File: config.mk
export PLATFORM = sky130hd
export DESIGN_NAME = mipszy_dbg_dumper
export DESIGN_NICKNAME = d
export VERILOG_FILES = /design/src/rtl/mipszy_pkg.sv /design/src/rtl/dump_out_reg.sv /design/src/rtl/mipszy_dbg_dumper.sv
export SDC_FILE = /design/constraint.sdc
export NUM_CORES = 1
export LEC_CHECK = 0
export ABC_AREA = 1
export CAP_MARGIN = 0
export CORE_MARGIN = 2
export CORE_UTILIZATION = 26
export DETAILED_ROUTE_END_ITERATION = 10
export DONT_BUFFER_PORTS = 1
export PLACE_DENSITY_LB_ADDON = 0.25
export SYNTH_ARGS = -nofsm -noshare
export SYNTH_HDL_FRONTEND = slang
export SYNTH_HIERARCHICAL = 1
export SYNTH_SLANG_ARGS = --single-unit
File: constraint.sdc
create_clock -name clk -period 3.1 [get_ports clk]
set_input_delay 0.62 -clock clk [delete_from_list [all_inputs] [get_ports clk]]
set_output_delay 0.62 -clock clk [all_outputs]
set_load 0.05 [all_outputs]
File: src/rtl/mipszy_pkg.sv
// mipszy_pkg
//   Shared definitions for the MIPSzy debug-readout blocks: default address
//   and data widths, the data-memory debug window size, and the state
//   encoding of the dump sequencer.
//
//   Optional feature macro: MIPSZY_DUMP_CKSUM_EN
//     When defined, the sequencer has a SUM state that emits a trailing
//     checksum beat after the data beats.
package mipszy_pkg;

    localparam int MIPSZY_AW    = 10;
    localparam int MIPSZY_DW    = 32;
    localparam int DM_DBG_WORDS = 1024;

    typedef enum logic [2:0] {
        DUMP_IDLE = 3'd0,
        DUMP_ADDR = 3'd1,
        DUMP_CAPT = 3'd2,
        DUMP_SEND = 3'd3,
`ifdef MIPSZY_DUMP_CKSUM_EN
        DUMP_SUM  = 3'd4,
`endif
        DUMP_DONE = 3'd5
    } dump_state_t;

endpackage

File: src/rtl/dump_out_reg.sv
// dump_out_reg
//   Holding register for the dump output beat. A load captures a new beat
//   and raises valid; the beat then stays frozen until the consumer accepts
//   it. Data and address keep their last value after acceptance, while valid
//   and last drop so that last is only ever seen on the final beat.
//
// Ports
//   clk        in   system clock
//   rst        in   asynchronous active-low reset
//   load       in   capture load_* into the register (wins over a handshake)
//   load_data  in   DW  word to present
//   load_addr  in   AW  address of that word
//   load_last  in   1   beat is the final one of the sequence
//   ready      in   consumer accepts the current beat
//   valid      out  beat valid
//   data       out  DW  held word
//   addr       out  AW  held address
//   last       out  held final-beat flag
module dump_out_reg
    import mipszy_pkg::*;
#(
    parameter int AW = MIPSZY_AW,
    parameter int DW = MIPSZY_DW
) (
    input  logic          clk,
    input  logic          rst,
    input  logic          load,
    input  logic [DW-1:0] load_data,
    input  logic [AW-1:0] load_addr,
    input  logic          load_last,
    input  logic          ready,
    output logic          valid,
    output logic [DW-1:0] data,
    output logic [AW-1:0] addr,
    output logic          last
);

    // NOTE: registers are written with non-blocking assignments so every
    // flop samples its inputs as they stood before the edge.
    always_ff @(posedge clk or negedge rst) begin
        if (!rst) begin
            valid <= 1'b0;
            data  <= '0;
            addr  <= '0;
            last  <= 1'b0;
        end else if (load) begin
            valid <= 1'b1;
            data  <= load_data;
            addr  <= load_addr;
            last  <= load_last;
        end else if (valid && ready) begin
            valid <= 1'b0;
            last  <= 1'b0;
        end
    end

endmodule

File: src/rtl/mipszy_dbg_dumper.sv
// mipszy_dbg_dumper
//   Debug-readout sequencer for the MIPSzy data-memory debug port. A start
//   pulse walks count words from base_addr through dbg_a/dbg_e, captures
//   each dbg_o word one cycle after its address is presented, and streams
//   it out over valid/ready together with its address. Each word costs
//   three cycles (ADDR, CAPT, SEND) when the consumer never stalls.
//
//   Optional feature macro: MIPSZY_DUMP_CKSUM_EN
//     Accumulates every accepted data beat mod 2^DW and appends one extra
//     beat (data = checksum, addr = 0, last = 1) after the data beats.
//
// Ports
//   clk        in   system clock
//   rst        in   asynchronous active-low reset
//   start      in   one-cycle request, honoured only in IDLE
//   base_addr  in   AW    first word address, sampled with start
//   count      in   AW+1  number of words, sampled with start
//   busy       out  sequence in progress
//   done       out  one-cycle completion pulse
//   dbg_a      out  AW    debug address to the core
//   dbg_e      out  debug enable to the core
//   dbg_o      in   DW    debug read data from the core
//   out_valid  out  output beat valid
//   out_ready  in   consumer accepts the beat
//   out_data   out  DW    captured word (or checksum)
//   out_addr   out  AW    address of out_data
//   out_last   out  final beat of the sequence
module mipszy_dbg_dumper
    import mipszy_pkg::*;
#(
    parameter int AW = MIPSZY_AW,
    parameter int DW = MIPSZY_DW
) (
    input  logic          clk,
    input  logic          rst,
    input  logic          start,
    input  logic [AW-1:0] base_addr,
    input  logic [AW:0]   count,
    output logic          busy,
    output logic          done,
    output logic [AW-1:0] dbg_a,
    output logic          dbg_e,
    input  logic [DW-1:0] dbg_o,
    output logic          out_valid,
    input  logic          out_ready,
    output logic [DW-1:0] out_data,
    output logic [AW-1:0] out_addr,
    output logic          out_last
);

    localparam logic [AW:0] REMAIN_ONE = (AW+1)'(1);

    dump_state_t   state_q, state_d;
    logic [AW-1:0] cur_q;
    logic [AW-1:0] cur_inc;
    logic [AW:0]   remain_q;
    logic          last_word;
    logic          handshake;

    logic          load;
    logic [DW-1:0] load_data;
    logic [AW-1:0] load_addr;
    logic          load_last;

    // Address wraps naturally at the top of the AW-bit window.
    assign cur_inc   = cur_q + AW'(1);
    assign last_word = (remain_q == REMAIN_ONE);
    assign handshake = out_valid && out_ready;

`ifdef MIPSZY_DUMP_CKSUM_EN
    logic [DW-1:0] acc_q;
    logic [DW-1:0] acc_sum;

    assign acc_sum = acc_q + out_data;
`endif

    // ------------------------------------------------------------------
    // State register
    // ------------------------------------------------------------------
    always_ff @(posedge clk or negedge rst) begin
        if (!rst) begin
            state_q <= DUMP_IDLE;
        end else begin
            state_q <= state_d;
        end
    end

    // ------------------------------------------------------------------
    // Next-state logic
    // ------------------------------------------------------------------
    // NOTE: state_d gets a default before the case so no path leaves it
    // unassigned; otherwise synthesis would infer a latch.
    always_comb begin
        state_d = state_q;
        unique case (state_q)
            DUMP_IDLE: begin
                if (start) begin
                    state_d = (count == '0) ? DUMP_DONE : DUMP_ADDR;
                end
            end
            DUMP_ADDR: state_d = DUMP_CAPT;
            DUMP_CAPT: state_d = DUMP_SEND;
            DUMP_SEND: begin
                if (handshake) begin
                    if (!last_word) begin
                        state_d = DUMP_ADDR;
                    end else begin
`ifdef MIPSZY_DUMP_CKSUM_EN
                        state_d = DUMP_SUM;
`else
                        state_d = DUMP_DONE;
`endif
                    end
                end
            end
`ifdef MIPSZY_DUMP_CKSUM_EN
            DUMP_SUM: begin
                if (handshake) begin
                    state_d = DUMP_DONE;
                end
            end
`endif
            DUMP_DONE: state_d = DUMP_IDLE;
            default:   state_d = DUMP_IDLE;
        endcase
    end

    // Status and debug-enable decode straight from the state register.
    always_comb begin
        busy  = (state_q != DUMP_IDLE);
        done  = (state_q == DUMP_DONE);
        dbg_e = (state_q == DUMP_ADDR) || (state_q == DUMP_CAPT) ||
                (state_q == DUMP_SEND);
    end

    // ------------------------------------------------------------------
    // Walk pointer, remaining count and debug address
    // ------------------------------------------------------------------
    // dbg_a is registered so it only moves when a new word is addressed and
    // holds its last value in IDLE/SUM/DONE and across backpressure.
    always_ff @(posedge clk or negedge rst) begin
        if (!rst) begin
            cur_q    <= '0;
            remain_q <= '0;
            dbg_a    <= '0;
        end else begin
            unique case (state_q)
                DUMP_IDLE: begin
                    if (start) begin
                        cur_q    <= base_addr;
                        remain_q <= count;
                        if (count != '0) begin
                            dbg_a <= base_addr;
                        end
                    end
                end
                DUMP_SEND: begin
                    if (handshake) begin
                        cur_q    <= cur_inc;
                        remain_q <= remain_q - REMAIN_ONE;
                        if (!last_word) begin
                            dbg_a <= cur_inc;
                        end
                    end
                end
                default: ;
            endcase
        end
    end

`ifdef MIPSZY_DUMP_CKSUM_EN
    // Running checksum over accepted data beats; cleared by an accepted start.
    always_ff @(posedge clk or negedge rst) begin
        if (!rst) begin
            acc_q <= '0;
        end else if (state_q == DUMP_IDLE && start) begin
            acc_q <= '0;
        end else if (state_q == DUMP_SEND && handshake) begin
            acc_q <= acc_sum;
        end
    end
`endif

    // ------------------------------------------------------------------
    // Output-register load selection
    // ------------------------------------------------------------------
    // CAPT loads the word read from the core. With the checksum enabled the
    // final data handshake immediately reloads the register with the sum
    // including that last word, so SUM presents it from its first cycle.
    always_comb begin
        load      = (state_q == DUMP_CAPT);
        load_data = dbg_o;
        load_addr = cur_q;
`ifdef MIPSZY_DUMP_CKSUM_EN
        load_last = 1'b0;
        if (state_q == DUMP_SEND && handshake && last_word) begin
            load      = 1'b1;
            load_data = acc_sum;
            load_addr = '0;
            load_last = 1'b1;
        end
`else
        load_last = last_word;
`endif
    end

    dump_out_reg #(
        .AW (AW),
        .DW (DW)
    ) u_out_reg (
        .clk       (clk),
        .rst       (rst),
        .load      (load),
        .load_data (load_data),
        .load_addr (load_addr),
        .load_last (load_last),
        .ready     (out_ready),
        .valid     (out_valid),
        .data      (out_data),
        .addr      (out_addr),
        .last      (out_last)
    );

endmodule

==> results of run 1 <==
-- through the flow --
stage	hold slack, ps	instances	area, um^2
floorplan	324.4	497	3810
CTS	181.9	686	4267
global route	198.7	686	4267
finish	182.2	686	4267
detailed placement	326.8	669	3940
global placement	326.0	669	3940
-- state kept, by name, summed over array words and instances (netlist names) --
signal / cells
u_out_reg/data: 32
remain_q: 11
cur_q: 10
dbg_a: 10
u_out_reg/addr: 10
state_q: 3
u_out_reg/last: 1
u_out_reg/valid: 1
-- worst register-to-register path: cells and delay by family, from the launching register on --
kind | cells | cell delay, ps
AND/OR/NAND/NOR | 6 | 810
buffers and inverters | 4 | 710
flip-flops | 1 | 480
-- Yosys cell counts, drive strengths merged --
| library cell | count | area, um^2 |
|---|---|---|
| nand2 | 270 | 1046 |
| dfrtp | 78 | 1952 |
| nor2 | 35 | 146.4 |
| inv | 30 | 120.1 |
| nand3 | 27 | 152.7 |
| o21ai | 22 | 110.1 |
| buf | 17 | 145.1 |
| ha | 3 | 37.54 |
| nand4 | 3 | 18.77 |
| a21oi | 2 | 10.01 |
| nand3b | 2 | 15.01 |
| o211ai | 2 | 15.01 |
| a31oi | 1 | 6.260 |
| and2 | 1 | 6.260 |
| nor4 | 1 | 6.260 |
| o31ai | 1 | 7.510 |
| or2 | 1 | 6.260 |
| xnor2 | 1 | 8.760 |
-- final timing paths --
kind / endpoint / cells past startpoint
setup / recovery: dbg_e / 5
hold / removal: u_out_reg/data[4]$_DFFE_PN0P_ / 1
setup reg to reg: remain_q[7]$_DFFE_PN0P_ / 10
hold reg to reg: remain_q[7]$_DFFE_PN0P_ / 2
max in group asynchronous: u_out_reg/data[27]$_DFFE_PN0P_ / 1
min in group clk: u_out_reg/valid$_DFFE_PN0P_ / 1
-- routing by layer --
layer / vias up / GRT usage, % / routed length [um]
li1: 1540 / - / -
met1: 1337 / 15.85 / 4281
met2: 107 / 18.19 / 3951
met3: 17 / 4.493 / 790
met4: 0 / 6.340 / 214
met5: - / 0 / 0
-- kinds of logic after synthesis --
| kind of cell | after synthesis |
|---|---|
| simple gates | 340 |
| flops | 78 |
| buf+inv | 47 |
| compound gates | 28 |
| fa+ha+maj | 3 |
| xor+xnor | 1 |
-- area by class of cell --
class / count / area [um^2] / share of cell area, %
Tap cell: 184 / 230.2 / 5.396
Inverter: 30 / 120.1 / 2.815
Clock inverter: 5 / 56.30 / 1.320
Sequential cell: 78 / 1952 / 45.75
Clock buffer: 11 / 242.7 / 5.689
Timing Repair Buffer: 6 / 65.06 / 1.525
Multi-Input combinational cell: 372 / 1600 / 37.51
==> tab_implementation.tex, run 1 <==
\begin{tabular}{lr}
\hline
Metric & Value \\
\hline
\multicolumn{2}{l}{\textbf{CTS}} \\
\quad Hold-fix buffers, CTS & 1 \\
\quad Number of CTS-inserted buffers & 9 \\
\quad Max Buffers Root-to-Sink & 2 \\
\quad Post-CTS sizing & 0 \\
\quad TritonCTS clock tree & yes \\
\quad Root buf cell & sky130\_fd\_sc\_hd\_\_clkbuf\_16 \\
\quad CTS clock-pin slew for the worst setup and hold paths & 60 ps \\
\quad Post-CTS Repair Setup Buffers & 0 \\
\quad Clock sinks & 78 \\
\quad Clock network latency to the later pin of the worst-skew pair & 340 ps \\
\quad H-Tree Depth & 3 \\
\multicolumn{2}{l}{\textbf{Timing}} \\
\quad Final count of negative-setup-slack endpoints & 0 \\
\quad Setup repair after global routing missed its margin & false \\
\quad Relative slew slack & between 60\% and 70\% \\
\quad Worst slew pin tran & 594.9 ps \\
\quad Worst setup margin & 813.5 ps \\
\quad Clock period minus final worst setup slack & 2286 ps \\
\quad TNS Setup & 0 ps \\
\quad Count of endpoints failing hold in the final timing report & 0 \\
\quad Maximum clock skew at final layout & 5.962 ps \\
\quad Number of max-slew violations in the final report & 0 \\
\quad Max frequency & 437.4 MHz \\
\quad Final Cycle Share & 73.76\% \\
\multicolumn{2}{l}{\textbf{Yosys}} \\
\quad Syn. warnings & 6 \\
\quad Post-synthesis share of cell area spent on xor and xnor gates & 0.2299\% \\
\quad Cell count after synthesis & 497 \\
\quad Proportion of synthesized chip area in sequential cells & 51.23\% \\
\quad Main combinational cell family by area after synthesis & simple AND/OR/NAND/NOR gates \\
\quad Nets in the synthesized netlist & about 560 \\
\quad Mapped Avg Cell Area & 7.666 um\^{}2 \\
\quad Number of synthesized register bits & 78 \\
\quad Simple logic cell fraction of the synthesized area & 36.68\% \\
\quad Share of cell area taken by muxes after synthesis & 0\% \\
\quad Cell area after technology mapping & 3810 um\^{}2 \\
\quad Adder and majority cell fraction of the synthesized area & less than 1\% \\
\quad Synth cell types & 27 \\
\quad Fraction of the mapped netlist area in compound gates & 3.908\% \\
\multicolumn{2}{l}{\textbf{Drt}} \\
\quad DRT antenna net count & 0 \\
\quad Routed Wire Length & 9237 um \\
\quad Drc violations & 0 \\
\quad Drt wl/cell & 13.47 um \\
\quad Vias & 3001 \\
\quad Starting DRT DRC Count & about 140 \\
\quad Detail-routed via count per cell & approximately 4.4 \\
\quad Pre-Repair DR Iteration Count & 5 \\
\multicolumn{2}{l}{\textbf{Floorplanning}} \\
\quad Full die area & 15640 um\^{}2 \\
\quad Core region area & 14420 um\^{}2 \\
\quad Core Rows & 44 \\
\quad Total I/O pin count & approximately 110 \\
\quad Height of the die & between 100 and 150 um \\
\quad Initial Util & 26.41\% \\
\quad Horiz. Die Dim & 125.1 um \\
\multicolumn{2}{l}{\textbf{Worst setup path}} \\
\quad Crit-path most repeated cell & sky130\_fd\_sc\_hd\_\_inv\_1 \\
\quad Nature of the critical path startpoint & flop \\
\quad Crit path max-delay cell type & sky130\_fd\_sc\_hd\_\_dfrtp\_1 \\
\quad Crit Path Class & flop to primary output \\
\quad Register-to-register setup slack & 990 ps \\
\quad Maximum fanout along the worst path & 4 \\
\quad Worst R2R Start & state\_q[2]\$\_DFFE\_PN0P\_ \\
\quad Family with the most delay on the worst path & simple AND/OR/NAND/NOR gates \\
\quad Critical path buffer and inverter count & 2 \\
\quad CP startpoint & state\_q[0]\$\_DFFE\_PN0P\_ \\
\quad Data arrival time at the worst-slack endpoint & 1670 ps \\
\quad Longest individual stage delay on the worst path & 380 ps \\
\quad Required @ worst endpoint & 2480 ps \\
\quad Crit path capture type & primary output \\
\quad Cell breakdown of the critical path & inv\_1 -> or2\_2 -> a21oi\_1 -> inv\_1 -> nand2\_1 \\
\multicolumn{2}{l}{\textbf{Finish}} \\
\quad Top library cells by usage in the layout, fill and taps aside & 257 x sky130\_fd\_sc\_hd\_\_nand2\_1, 78 x sky130\_fd\_sc\_hd\_\_dfrtp\_1, 30 x sky130\_fd\_sc\_hd\_\_nor2\_1 \\
\quad Number of antenna cells inserted & 0 \\
\quad Net count reported at finish & 557 \\
\quad Most common cell after layout, fill and taps aside & sky130\_fd\_sc\_hd\_\_nand2\_1 \\
\quad Core utilization of the finished layout & 29.58\% \\
\quad Layout Area Growth over Synthesis & 11.99\% \\
\quad Layout cell share with drive strength beyond 1 & 8.566\% \\
\quad \# fillers & 1543 \\
\multicolumn{2}{l}{\textbf{Place}} \\
\quad Port-buffer cells & 0 \\
\quad GP Congestion & 0.8137 \\
\quad DP Wirelength & $\sim$6600 um \\
\quad Worst slack at placement & 1026 ps \\
\multicolumn{2}{l}{\textbf{Global route}} \\
\quad Maximum number of pins on one net before global-route repair & 79 \\
\quad First-pass GRT wire length & 15370 um \\
\quad Antenna violations before repair & 0 \\
\quad Overall routing resource usage & 12.33\% \\
\quad Number of global-route vias before repair & 3003 \\
\quad Total congestion overflow & 0 \\
\multicolumn{2}{l}{\textbf{Status}} \\
\quad Run status & complete, no violations \\
\multicolumn{2}{l}{\textbf{Run}} \\
\quad Maximum capacitance violations & 0 \\
\multicolumn{2}{l}{\textbf{Worst hold path}} \\
\quad Min-Delay Path Class & input port to asynchronous set/reset pin \\
\hline
\end{tabular}
Power of run 1 is not shown: default switching activity piles up to over one toggle a cycle in this logic, so the estimate is an artifact.
==> run 2: changes to the inputs <==
--- a/config.mk
+++ b/config.mk
@@ -5,7 +5,7 @@
 export SDC_FILE = /design/constraint.sdc
 export NUM_CORES = 1
 export LEC_CHECK = 0
-export ABC_AREA = 1
+export ABC_AREA = 0
 export CAP_MARGIN = 0
 export CORE_MARGIN = 2
 export CORE_UTILIZATION = 26
==> constraint.sdc (replaced) <==
create_clock -name clk -period 1.9 [get_ports clk]
set_input_delay 0.38 -clock clk [delete_from_list [all_inputs] [get_ports clk]]
set_output_delay 0.38 -clock clk [all_outputs]
set_load 0.05 [all_outputs]
==> tab_implementation.tex, run 2 <==
\begin{tabular}{lr}
\hline
Metric & Value \\
\hline
\multicolumn{2}{l}{\textbf{CTS}} \\
\quad Number of CTS-inserted buffers & 9 \\
\quad H-Tree Depth & 3 \\
\quad Root buf cell & sky130\_fd\_sc\_hd\_\_clkbuf\_16 \\
\quad CTS clock-pin slew for the worst setup and hold paths & around 60 ps \\
\quad Max Buffers Root-to-Sink & 2 \\
\quad Clock sinks & 78 \\
\quad Clock network latency to the later pin of the worst-skew pair & 340 ps \\
\quad TritonCTS clock tree & yes \\
\multicolumn{2}{l}{\textbf{Yosys}} \\
\quad Cell count after synthesis & 304 \\
\quad Synth cell types & 51 \\
\quad Nets in the synthesized netlist & approximately 360 \\
\quad Most instantiated library cell after synthesis & sky130\_fd\_sc\_hd\_\_dfrtp\_1 \\
\quad Cell area after technology mapping & 3855 um\^{}2 \\
\quad Most frequently used flop master after synthesis & sky130\_fd\_sc\_hd\_\_dfrtp\_1 \\
\quad Biggest area consumer among synthesized cells & sky130\_fd\_sc\_hd\_\_dfrtp\_1 \\
\quad Async set-or-reset flop fraction in the synthesized netlist & 100.0\% \\
\quad Mapped Avg Cell Area & 12.68 um\^{}2 \\
\quad Number of synthesized flops with an enable pin & 0 \\
\quad Most common library cells after synthesis & 78 x sky130\_fd\_sc\_hd\_\_dfrtp\_1, 45 x sky130\_fd\_sc\_hd\_\_mux2\_4, 22 x sky130\_fd\_sc\_hd\_\_o21ai\_0 \\
\quad Proportion of synthesized chip area in sequential cells & between 50 and 60\% \\
\quad Area share of the largest cell type after synthesis & 50.63\% \\
\quad Syn. warnings & 6 \\
\quad Number of synthesized register bits & 78 \\
\quad Main area contributors after synthesis & sky130\_fd\_sc\_hd\_\_dfrtp\_1 51\%, sky130\_fd\_sc\_hd\_\_mux2\_4 18\%, sky130\_fd\_sc\_hd\_\_mux2\_2 3.5\%, sky130\_fd\_sc\_hd\_\_o21ai\_0 2.9\%, sky130\_fd\_sc\_hd\_\_a21oi\_1 1.6\% \\
\multicolumn{2}{l}{\textbf{Power}} \\
\quad Static power due to leakage & 1.910 nW \\
\quad Overall Power & 9.487 mW \\
\quad Peak VDD IR & between 0.6 and 0.7 mV \\
\quad Power density normalized to cell area & 2123 nW/um\^{}2 \\
\multicolumn{2}{l}{\textbf{Timing}} \\
\quad Relative slew slack & 65.70\% \\
\quad Number of max-slew violations in the final report & 0 \\
\quad Final Cycle Share & 94.20\% \\
\quad Maximum clock skew at final layout & about 9.4 ps \\
\quad Count of endpoints failing hold in the final timing report & 78 \\
\quad Worst setup margin & 110.1 ps \\
\quad Smallest hold slack & -265.4 ps \\
\quad Clock period minus final worst setup slack & approximately 1800 ps \\
\quad Worst slew pin tran & 514.5 ps \\
\quad TNS Setup & 0 ps \\
\quad Max frequency & approximately 560 MHz \\
\quad Setup repair after global routing missed its margin & false \\
\quad Final count of negative-setup-slack endpoints & 0 \\
\multicolumn{2}{l}{\textbf{Finish}} \\
\quad Layout cell share with drive strength beyond 1 & 33.03\% \\
\quad Layout Area Growth over Synthesis & 15.94\% \\
\quad Net count reported at finish & 386 \\
\quad Core utilization of the finished layout & 30.75\% \\
\quad Fin area & 4469 um\^{}2 \\
\quad Number of flip-flops under the largest register name & 32 \\
\quad Largest registers in the final layout & u\_out\_reg/data x32, remain\_q x11 \\
\quad \# fillers & 1495 \\
\quad Top reg by flops & u\_out\_reg/data \\
\quad Most common cell after layout, fill and taps aside & sky130\_fd\_sc\_hd\_\_dfrtp\_1 \\
\quad Top library cells by usage in the layout, fill and taps aside & 78 x sky130\_fd\_sc\_hd\_\_dfrtp\_1, 45 x sky130\_fd\_sc\_hd\_\_mux2\_4, 24 x sky130\_fd\_sc\_hd\_\_buf\_4 \\
\multicolumn{2}{l}{\textbf{Place}} \\
\quad DP Wirelength & 6438 um \\
\quad Post-DP Area & 4149 um\^{}2 \\
\quad Port-buffer cells & 0 \\
\quad GP Congestion & 0.7547 \\
\quad Worst slack at placement & -32.89 ps \\
\multicolumn{2}{l}{\textbf{Worst setup path}} \\
\quad Data arrival time at the worst-slack endpoint & between 2000 and 2500 ps \\
\quad Maximum fanout along the worst path & 10 \\
\quad Worst r2r path cells & 5 \\
\quad Endpoint of the most critical register-to-register path & dbg\_a[1]\$\_DFFE\_PN0P\_ \\
\quad Worst R2R Start & state\_q[1]\$\_DFFE\_PN0P\_ \\
\quad Crit Path Class & flop to flop \\
\quad Register-to-register setup slack & 110 ps \\
\quad Required @ worst endpoint & 2120 ps \\
\quad CP startpoint & state\_q[1]\$\_DFFE\_PN0P\_ \\
\quad Nature of the critical path startpoint & flop \\
\quad Crit path capture type & flop \\
\multicolumn{2}{l}{\textbf{Global route}} \\
\quad First-pass GRT wire length & 14890 um \\
\quad Antenna violations before repair & 1 \\
\quad Overall routing resource usage & 12.18\% \\
\quad Maximum number of pins on one net before global-route repair & 79 \\
\quad Total congestion overflow & 0 \\
\quad Number of global-route vias before repair & between 2k and 3k \\
\multicolumn{2}{l}{\textbf{Floorplanning}} \\
\quad Initial Util & 26.52\% \\
\quad Total I/O pin count & 114 \\
\quad Height of the die & 125.8 um \\
\quad Horiz. Die Dim & 125.8 um \\
\quad Full die area & 15820 um\^{}2 \\
\quad Core Rows & 44 \\
\quad Core region area & 14530 um\^{}2 \\
\multicolumn{2}{l}{\textbf{Drt}} \\
\quad Drc violations & 0 \\
\quad Detail-routed via count per cell & 4.841 \\
\quad Vias & 2493 \\
\quad Drt wl/cell & 17.88 um \\
\quad DRT antenna net count & 0 \\
\quad Routed Wire Length & 9207 um \\
\quad Starting DRT DRC Count & 84 \\
\quad Pre-Repair DR Iteration Count & 4 \\
\multicolumn{2}{l}{\textbf{Status}} \\
\quad Run status & complete, but fails checks \\
\quad Violated checks & negative hold slack \\
\multicolumn{2}{l}{\textbf{Run}} \\
\quad Maximum capacitance violations & 0 \\
\multicolumn{2}{l}{\textbf{Worst hold path}} \\
\quad Min-Delay Path Class & input port to asynchronous set/reset pin \\
\hline
\end{tabular}
-- run 2: metal layers --
metal	part of all wire [%]	vias up	track usage (%)	routed length (um)
met5	0	-	0	0
met4	1.8	0	4.848	167
met3	7.6	12	4.970	699
met2	47	84	19.27	4295
met1	44	1245	14.85	4045
li1	-	1152	-	-
-- run 2: cell type report --
type | instances | area [um^2] | area share (%)
clock inverter | 4 | 48.80 | 1.092
inverter | 9 | 33.78 | 0.7559
clock buffer | 11 | 232.7 | 5.207
sequential | 78 | 1952 | 43.67
antenna | 1 | 2.502 | 0.05599
timing repair buffer | 27 | 231.5 | 5.179
multi-input combinational | 201 | 1738 | 38.89
tap | 184 | 230.2 | 5.151
-- run 2: power breakdown --
part	switching [mW]	total, mW	internal (mW)
clock network	0.658	1.67	1.01
registers	2.73	5.15	2.43
logic	1.12	2.67	1.55
total	4.50	9.49	4.99
-- run 2: worst max path at each step --
stage                                         end  slack [ps]  cells after the start
final                        dbg_a[1]$_DFFE_PN0P_         110                      5
after global routing      remain_q[6]$_DFFE_PN0P_           9                      8
after CTS                    dbg_a[9]$_DFFE_PN0P_          90                      5
after detailed placement     dbg_a[0]$_DFFE_PN0P_         -30                      7
after global placement       dbg_a[8]$_DFFE_PN0P_          60                      7
after floorplan              dbg_a[0]$_DFFE_PN0P_          40                      6
-- run 2: repair_timing --
action                                  CTS  global route
resized for setup                         1             4
setup buffers                             0             1
endpoints found under the setup margin    8            11
hold endpoints to repair                 78            78
-- run 2: cells by family (layout without fill, tap and decap cells) --
logic type | after synthesis | after routing | share of synthesized area [%]
flip-flops | 78 | 78 | 50.63
AND/OR/NAND/NOR | 75 | 75 | 11.17
AO/OA/AOI/OAI | 61 | 61 | 9.932
multiplexers | 59 | 59 | 21.55
buffers and inverters | 25 | 51 | 5.063
adder cells (fa/ha/maj) | 3 | 3 | 0.9738
XOR/XNOR | 3 | 3 | 0.6817
other | 0 | 1 | 0
-- run 2: critical path: stages, from the launching register on --
cell and delay (ps):
sky130_fd_sc_hd__dfrtp_1 420, sky130_fd_sc_hd__or3b_4 430, sky130_fd_sc_hd__a21oi_4 170, sky130_fd_sc_hd__and3_4 200, sky130_fd_sc_hd__buf_12 140, sky130_fd_sc_hd__mux2_4 300
-- run 2: stage by stage --
stage | hold slack, ps | cells
6_report | -265.4 | 515
5_1_grt | -293.9 | 514
4_1_cts | -288.2 | 513
3_5_place_dp | 87.64 | 498
3_3_place_gp | 87.26 | 498
2_1_floorplan | 84.41 | 304
Power figures use the tool's default switching activity.
